--- src/rtl/mhd_pkg.sv ---
// Shared types and constants for the Hamming-distance error monitor and the miter generator.
package mhd_pkg;

    typedef enum logic [1:0] {
        IDLE  = 2'd0,
        RUN   = 2'd1,
        DRAIN = 2'd2,
        DONE  = 2'd3
    } state_e;

    localparam int WIDTH_DEF = 33;
    localparam int MHD_DEF   = 8;

    // Bits needed to hold a popcount of a w-bit word (0..w inclusive).
    function automatic int hd_width(input int w);
        return $clog2(w + 1);
    endfunction

endpackage

--- src/rtl/mhd_popcount.sv ---
// Combinational adder-tree popcount; the input is zero-padded to a power of two and reduced pairwise.
module mhd_popcount
    import mhd_pkg::*;
#(
    parameter int  WIDTH = WIDTH_DEF,
    localparam int HD_W  = hd_width(WIDTH)
) (
    input  logic [WIDTH-1:0] bits_i,
    output logic [HD_W-1:0]  count_o
);

    localparam int NP = 1 << $clog2(WIDTH);

    logic [NP-1:0]   padded;
    logic [HD_W-1:0] tree [NP];

    always_comb begin
        padded = NP'(bits_i);
        for (int i = 0; i < NP; i++) begin
            tree[i] = HD_W'(padded[i]);
        end
        // In-place pairwise reduction: each level halves the number of live partial sums.
        for (int step = 1; step < NP; step = step * 2) begin
            for (int i = 0; i < NP; i = i + 2 * step) begin
                tree[i] = tree[i] + tree[i + step];
            end
        end
        count_o = tree[0];
    end

endmodule

--- src/rtl/mhd_err_monitor.sv ---
// Streaming Hamming-distance monitor: 3-stage pipeline (xor, popcount, stats) under a window FSM.
module mhd_err_monitor
    import mhd_pkg::*;
#(
    parameter int  WIDTH   = WIDTH_DEF,
    parameter int  MHD     = MHD_DEF,
    parameter int  NSAMP_W = 16,
    parameter int  CNT_W   = 16,
    localparam int HD_W    = hd_width(WIDTH)
) (
    input  logic               clk,
    input  logic               rst,
    input  logic               start,
    input  logic [NSAMP_W-1:0] num_samples,
    input  logic               in_valid,
    output logic               in_ready,
    input  logic [WIDTH-1:0]   a,
    input  logic [WIDTH-1:0]   b,
    output logic               busy,
    output logic               done,
    output logic [CNT_W-1:0]   viol_cnt,
    output logic [HD_W-1:0]    max_hd,
    output logic               first_viol_vld,
    output logic [NSAMP_W-1:0] first_viol_idx
);

    function automatic logic [CNT_W-1:0] sat_inc(input logic [CNT_W-1:0] v);
        return (&v) ? v : v + 1'b1;
    endfunction

    state_e               state_q, state_d;
    logic [NSAMP_W-1:0]   nsamp_q, nsamp_d;
    logic [NSAMP_W-1:0]   acc_cnt_q, acc_cnt_d, acc_inc;
    logic [CNT_W-1:0]     viol_q, viol_d;
    logic [HD_W-1:0]      max_q, max_d;
    logic                 fvld_q, fvld_d;
    logic [NSAMP_W-1:0]   fidx_q, fidx_d;
    logic                 accept;

    logic                 vld_p1_q, vld_p2_q;
    logic [WIDTH-1:0]     diff_p1_q;
    logic [NSAMP_W-1:0]   idx_p1_q, idx_p2_q;
    logic [HD_W-1:0]      hd_p1, hd_p2_q;

    assign in_ready = (state_q == RUN) && (acc_cnt_q < nsamp_q);
    assign accept   = in_valid && in_ready;
    assign acc_inc  = acc_cnt_q + 1'b1;

    mhd_popcount #(.WIDTH(WIDTH)) u_popcount (
        .bits_i  (diff_p1_q),
        .count_o (hd_p1)
    );

    always_comb begin
        state_d   = state_q;
        nsamp_d   = nsamp_q;
        acc_cnt_d = acc_cnt_q;
        viol_d    = viol_q;
        max_d     = max_q;
        fvld_d    = fvld_q;
        fidx_d    = fidx_q;

        // S3: fold a valid popcount into the window statistics
        if (vld_p2_q) begin
            if (int'(hd_p2_q) > MHD) begin
                viol_d = sat_inc(viol_q);
                if (!fvld_q) begin
                    fvld_d = 1'b1;
                    fidx_d = idx_p2_q;
                end
            end
            if (hd_p2_q > max_q) begin
                max_d = hd_p2_q;
            end
        end

        case (state_q)
            IDLE, DONE: begin
                if (start) begin
                    nsamp_d   = num_samples;
                    acc_cnt_d = '0;
                    viol_d    = '0;
                    max_d     = '0;
                    fvld_d    = 1'b0;
                    fidx_d    = '0;
                    state_d   = (num_samples == '0) ? DONE : RUN;
                end
            end
            RUN: begin
                if (accept) begin
                    acc_cnt_d = acc_inc;
                    if (acc_inc == nsamp_q) begin
                        state_d = DRAIN;
                    end
                end
            end
            DRAIN: begin
                if (!vld_p1_q && !vld_p2_q) begin
                    state_d = DONE;
                end
            end
            default: state_d = IDLE;
        endcase
    end

    always_ff @(posedge clk or posedge rst) begin
        if (rst) begin
            state_q   <= IDLE;
            nsamp_q   <= '0;
            acc_cnt_q <= '0;
            viol_q    <= '0;
            max_q     <= '0;
            fvld_q    <= 1'b0;
            fidx_q    <= '0;
            vld_p1_q  <= 1'b0;
            vld_p2_q  <= 1'b0;
        end else begin
            state_q   <= state_d;
            nsamp_q   <= nsamp_d;
            acc_cnt_q <= acc_cnt_d;
            viol_q    <= viol_d;
            max_q     <= max_d;
            fvld_q    <= fvld_d;
            fidx_q    <= fidx_d;
            vld_p1_q  <= accept;
            vld_p2_q  <= vld_p1_q;
        end
    end

    // S1/S2 datapath: qualified by the valids above, so it needs no reset
    always_ff @(posedge clk) begin
        diff_p1_q <= a ^ b;
        idx_p1_q  <= acc_cnt_q;
        hd_p2_q   <= hd_p1;
        idx_p2_q  <= idx_p1_q;
    end

    assign busy           = (state_q == RUN) || (state_q == DRAIN);
    assign done           = (state_q == DONE);
    assign viol_cnt       = viol_q;
    assign max_hd         = max_q;
    assign first_viol_vld = fvld_q;
    assign first_viol_idx = fidx_q;

endmodule

--- config.mk ---
export PLATFORM = sky130hd
export DESIGN_NAME = mhd_err_monitor
export DESIGN_NICKNAME = d
export VERILOG_FILES = /design/src/rtl/mhd_pkg.sv /design/src/rtl/mhd_popcount.sv /design/src/rtl/mhd_err_monitor.sv
export SDC_FILE = /design/constraint.sdc
export NUM_CORES = 1
export LEC_CHECK = 0
export CORE_UTILIZATION = 57
export DETAILED_ROUTE_END_ITERATION = 12
export GPL_ROUTABILITY_DRIVEN = 1
export HOLD_SLACK_MARGIN = 0.1
export PLACE_DENSITY_LB_ADDON = 0.12
export SLEW_MARGIN = 20
export SYNTH_ARGS = -nofsm -noshare
export SYNTH_HDL_FRONTEND = slang
export SYNTH_HIERARCHICAL = 1
export SYNTH_SLANG_ARGS = --single-unit
--- constraint.sdc ---
create_clock -name clk -period 14.2 [get_ports clk]
set_input_delay 2.84 -clock clk [delete_from_list [all_inputs] [get_ports clk]]
set_output_delay 2.84 -clock clk [all_outputs]
set_load 0.05 [all_outputs]
# Word level (Yosys, flattened, before mapping)
# Cells that the tools add are included.
dict set report word_totals {
  in_bits 86
  out_inout_bits 42
  ff_bits 146
}
dict set report classes {
  addsub 34
  n_mux 27
  bitwise_logic 1
  n_lt_le_gt_ge 3
  eq_ne 8
  n_reduce_logical 14
}
# op n
set ops {}
lappend ops {{16-bit 2-to-1 mux} 12}
lappend ops {{6-bit adder} 15}
lappend ops {{33-bit bitwise XOR} 1}
lappend ops {{1-bit by 1-bit adder with 2-bit output} 16}
lappend ops {{16-bit by 1-bit adder with 16-bit output (second input constant)} 2}
lappend ops {{16-bit case mux with 2 select lines} 1}
lappend ops {{6-bit 2-to-1 mux} 4}
lappend ops {{16-bit == test} 1}
lappend ops {{16-bit logical NOT} 1}
lappend ops {{16-bit less-than comparator} 1}
lappend ops {{16-bit AND reduction} 1}
lappend ops {{2-bit 2-to-1 mux} 5}
lappend ops {{6-bit by 1-bit adder with 6-bit output} 1}
lappend ops {{6-bit by 4-bit > comparator with 1-bit output (second input constant)} 1}
lappend ops {{6-bit > comparator} 1}
lappend ops {{2-bit != test (second input constant)} 3}
lappend ops {{2-bit case mux with 3 select lines} 1}
lappend ops {{2-bit == test (second input constant)} 2}
lappend ops {{1-bit 2-to-1 mux} 4}
lappend ops {{4-bit AND reduction} 1}
lappend ops {{1-bit logical AND} 3}
lappend ops {{3-bit AND reduction} 1}
lappend ops {{2-bit by 1-bit == test with 1-bit output (second input constant)} 1}
lappend ops {{1-bit logical NOT} 2}
lappend ops {{other kinds (6)} 6}

# Depth between registers and ports, before layout
dict set report depth {
  depth_word 6
  ltp_mapped 22
  mapped_depth_nobuf 22
}

# Cells and area by module
# Netlist, hierarchy kept.
# mod cells_each seq_area_each_um2 area_per_inst_um2 n_inst
set modules_own_cells {}
lappend modules_own_cells {mhd_err_monitor 617 3298.2 6318.6 1}
lappend modules_own_cells {mhd_popcount 107 0.0 992.2 1}

# Least setup slack after synthesis
# No wires, ideal clock.
dict set report synth_path {
  path_type {reg2reg}
  startpoint {register diff_p1_q[11]}
  endpoint {register hd_p2_q[5]}
  setup_slack_ns 7.909
  arrival_ns 6.209
  n_path_buf 0
  path_stages_with_launch 23
  path_cell_list {dfxtp_1 inv_1 fa_1 inv_1 fa_1 inv_1 fa_1 fa_1 inv_1 ha_1 inv_1 fa_1 inv_1 fa_1 fa_1 inv_1 fa_1 fa_1 inv_1 ha_1 a211oi_1 or4b_1 o2111ai_1}
}
dict set report synth_via {
  elab_chain_len 6
}
# element line
set synth_rtl {}
lappend synth_rtl {{from (decl)} mhd_err_monitor.sv:41} ;# logic [WIDTH-1:0] diff_p1_q;
lappend synth_rtl {{from (signal assigned)} mhd_err_monitor.sv:132} ;# diff_p1_q <= a ^ b;
lappend synth_rtl {{1-bit by 1-bit adder with 2-bit output} mhd_popcount.sv:25} ;# tree[i] = tree[i] + tree[i + step];
lappend synth_rtl {{6-bit adder (4 in a row)} mhd_popcount.sv:25}
lappend synth_rtl {{6-bit by 1-bit adder with 6-bit output} mhd_popcount.sv:25}
lappend synth_rtl {{net hd_p1[5]} mhd_err_monitor.sv:43} ;# logic [HD_W-1:0] hd_p1, hd_p2_q;
lappend synth_rtl {{to (signal assigned)} mhd_err_monitor.sv:134} ;# hd_p2_q <= hd_p1;
lappend synth_rtl {{to (decl)} mhd_err_monitor.sv:43}
# The timed path passes the listed nets, and every way through them passes these cells.
# A chain may end at the register's enable or synchronous reset.

# Worst setup path in the final report
# Ends and elaborated chain as after synthesis.

==> metrics.txt <==
status=finished, final reports clean; Clock Skews=0.0111 ns; area post-placement=8730 µm²; Switching Fraction=0.423; Antenna Nets Post-Route=0; largest net degree at the start of global routing=76; Setup CP Type=reg -> reg; GRT overflow=0; final worst slack=7.61 ns; Hold Buf Count CTS=0; most common cell in the netlist=inv_1; Die ar.=13300 µm²; sequential share of power=0.237; ant diodes=0; minimum clock period after layout=6.59 ns; DP HPWL=12.0 mm; top cell type's share of synthesized area=0.257; fraction of layout instances using a drive strength above 1=0.0591; max-slew violations=0; TritonCTS clock tree=built; Post-synth top cells=inv_1, dfrtp_1, dfxtp_1; Worst-Margin Slew=0.985 ns; Hold Path Depth=0; Setup violations, final=0; WP data arrival=6.92 ns; Routed WL per cell=15.9 µm; synth top area cells=dfrtp_1, dfxtp_1, ha_1; post-layout util=0.742; RePlAce Congestion=0.908; pwr dens=253 nW/µm²; global-route wire length before repair=27.2 mm; H-tree levels=4; Comb power frac=0.572; sequential share of the synthesized area=0.451; FMAX=152 MHz; clk_lat worst skew=0.41 ns; total number of yosys warnings=6; final WL=16.5 mm; Int Power=1.36 mW; Net count, final=1004; vias in the first global route=5787; Num Clock Sinks=146; ys async rst share=0.514; Setup Buffers After CTS=0; DRT iter0 DRCs=363; Worst Path Max Fanout=2; initial antenna violation count=0; final worst path period share=0.464; Global Route Usage Sum=0.268; path depth of the worst reg2reg path=22; starting density of the core=0.582; total negative slack=0 ns; net count after synthesis=878; I/O pin cnt=128; DR vias/cell=5.47; Max clock buf depth=2; Yosys top cell by area=dfrtp_1; Synth Instances=724; clk slew on worst S/H paths=0.06 ns; endpoints failing hold=0; I/O Buffers=127; Clock power frac=0.191; post-synthesis register bit count=146; RSZ-0062 raised after global routing=false; overall power=2.36 mW; Synth Flop Type=dfrtp_1; Num CTS Buffers=17; dpl ws=7.62 ns; Vias=5665; Core Area=12600 µm²; Slowest-stage cell, CP=fa_1; final cell count without fillers=1035; Post-Syn Area=7310 µm²; Slew headroom=0.344; EDFF count, synth=0; critical path data required time=14.53 ns; post-CTS resize count=0; Synth cell types=62; placed cell count=1003; Pleak=4.10 nW; Layout area overhead=27.6%; Sw Pwr=997 µW; DRC viols=0; row cnt=41; crit start category=register; max cap viols=0; WHS=0.325 ns; worst hold path class=reg -> reg; syn avg cell area=10.1 µm²; crit-path cells=inv_1 -> fa_1 -> inv_1 -> fa_1 -> inv_1 -> fa_1 -> fa_1 -> inv_1 -> ha_1 -> inv_1 -> fa_1 -> inv_1 -> fa_1 -> fa_1 -> inv_1 -> fa_1 -> fa_1 -> inv_1 -> ha_1 -> a211oi_1 -> or4b_1 -> o2111ai_1; Top cell by count, worst path=fa_1; DRT Pass-1 Iters=5; Final Cell Area=9330 µm²; DIE WIDTH=115 µm; worst vdd ir=325 µV; Critical Path Max Stage Delay=0.56 ns; root buf cell=clkbuf_16; crit end category=register; chip height=115 µm
==> registers in the layout (all words and copies together), names as in the netlist <==
signal / cells
diff_p1_q: 33
acc_cnt_q: 16
first_viol_idx: 16
idx_p1_q: 16
idx_p2_q: 16
nsamp_q: 16
viol_cnt: 16
hd_p2_q: 6
max_hd: 6
state_q: 2
first_viol_vld: 1
vld_p1_q: 1
vld_p2_q: 1
==> cells by family after synthesis <==
logic type                 synth area share
and+or+nand+nor                       0.143
DFF                                   0.451
muxes                                0.0276
AOI/OAI and AO/OA                     0.108
buffers and inverters                0.0541
xor gates and xnor gates             0.0767
adders and majority gates             0.139
==> path summary, 6_finish.rpt <==
path | startpoint | end | slack, ns
setup / recovery | diff_p1_q[11] | hd_p2_q[5] | 7.61
min in group asynchronous | rst | max_hd[2] | 3.03
setup reg to reg | diff_p1_q[11] | hd_p2_q[5] | 7.61
max in group asynchronous | rst | nsamp_q[9] | 10.51
hold reg to reg | idx_p1_q[2] | idx_p2_q[2] | 0.33
hold / removal | idx_p1_q[2] | idx_p2_q[2] | 0.33
==> cell type report <==
class	instances	area, µm²
multi-input cells	475	3620
flip-flops and latches	146	3300
fillers	913	3240
repair buffers	130	1290
clock buffers	19	454
inverters	80	300
well taps	172	215
clock inverters	13	149
==> critical path, delay by kind of cell (launching register included) <==
family | cells | cell delay, ns
DFF | 1 | 0.31
buffers and inverters | 8 | 0.49
and+or+nand+nor | 1 | 0.52
adders and majority gates | 11 | 4.98
AOI/OAI and AO/OA | 2 | 0.19
==> layout by cell type (no fill, tap or decap), drive strengths merged, types with 11 or more instances in the layout <==
cell type / netlist / routed
o31ai: 11 / 11
nand4: 18 / 18
inv: 80 / 83
dfxtp: 71 / 71
nand3: 16 / 16
dfrtp: 75 / 75
clkbuf: 15 / 19
a21oi: 28 / 28
ha: 46 / 46
o21ai: 44 / 44
xor2: 47 / 47
nor2: 56 / 56
nand2: 43 / 43
clkdlybuf4s50: 0 / 127
fa: 22 / 22
xnor2: 17 / 17
mux2i: 19 / 19
==> power by group through the flow <==
stage | logic [mW] | clock network [mW] | registers (mW)
5_1_grt | 1.54 | 0.473 | 0.567
3_5_place_dp | 1.33 | 0 | 0.566
2_1_floorplan | 0.991 | 0 | 0.588
4_1_cts | 1.36 | 0.454 | 0.559
6_report | 1.35 | 0.449 | 0.559
3_3_place_gp | 1.24 | 0 | 0.562
==> per-layer routing <==
metal	share of wire	vias up	GRT usage	wire, µm
li1	-	2709	-	-
met3	0.048	31	0.0511	799
met5	0	-	0	0
met1	0.43	2739	0.337	7060
met2	0.51	186	0.465	8330
met4	0.018	0	0.0892	299
Power figures use the tool's default switching activity.
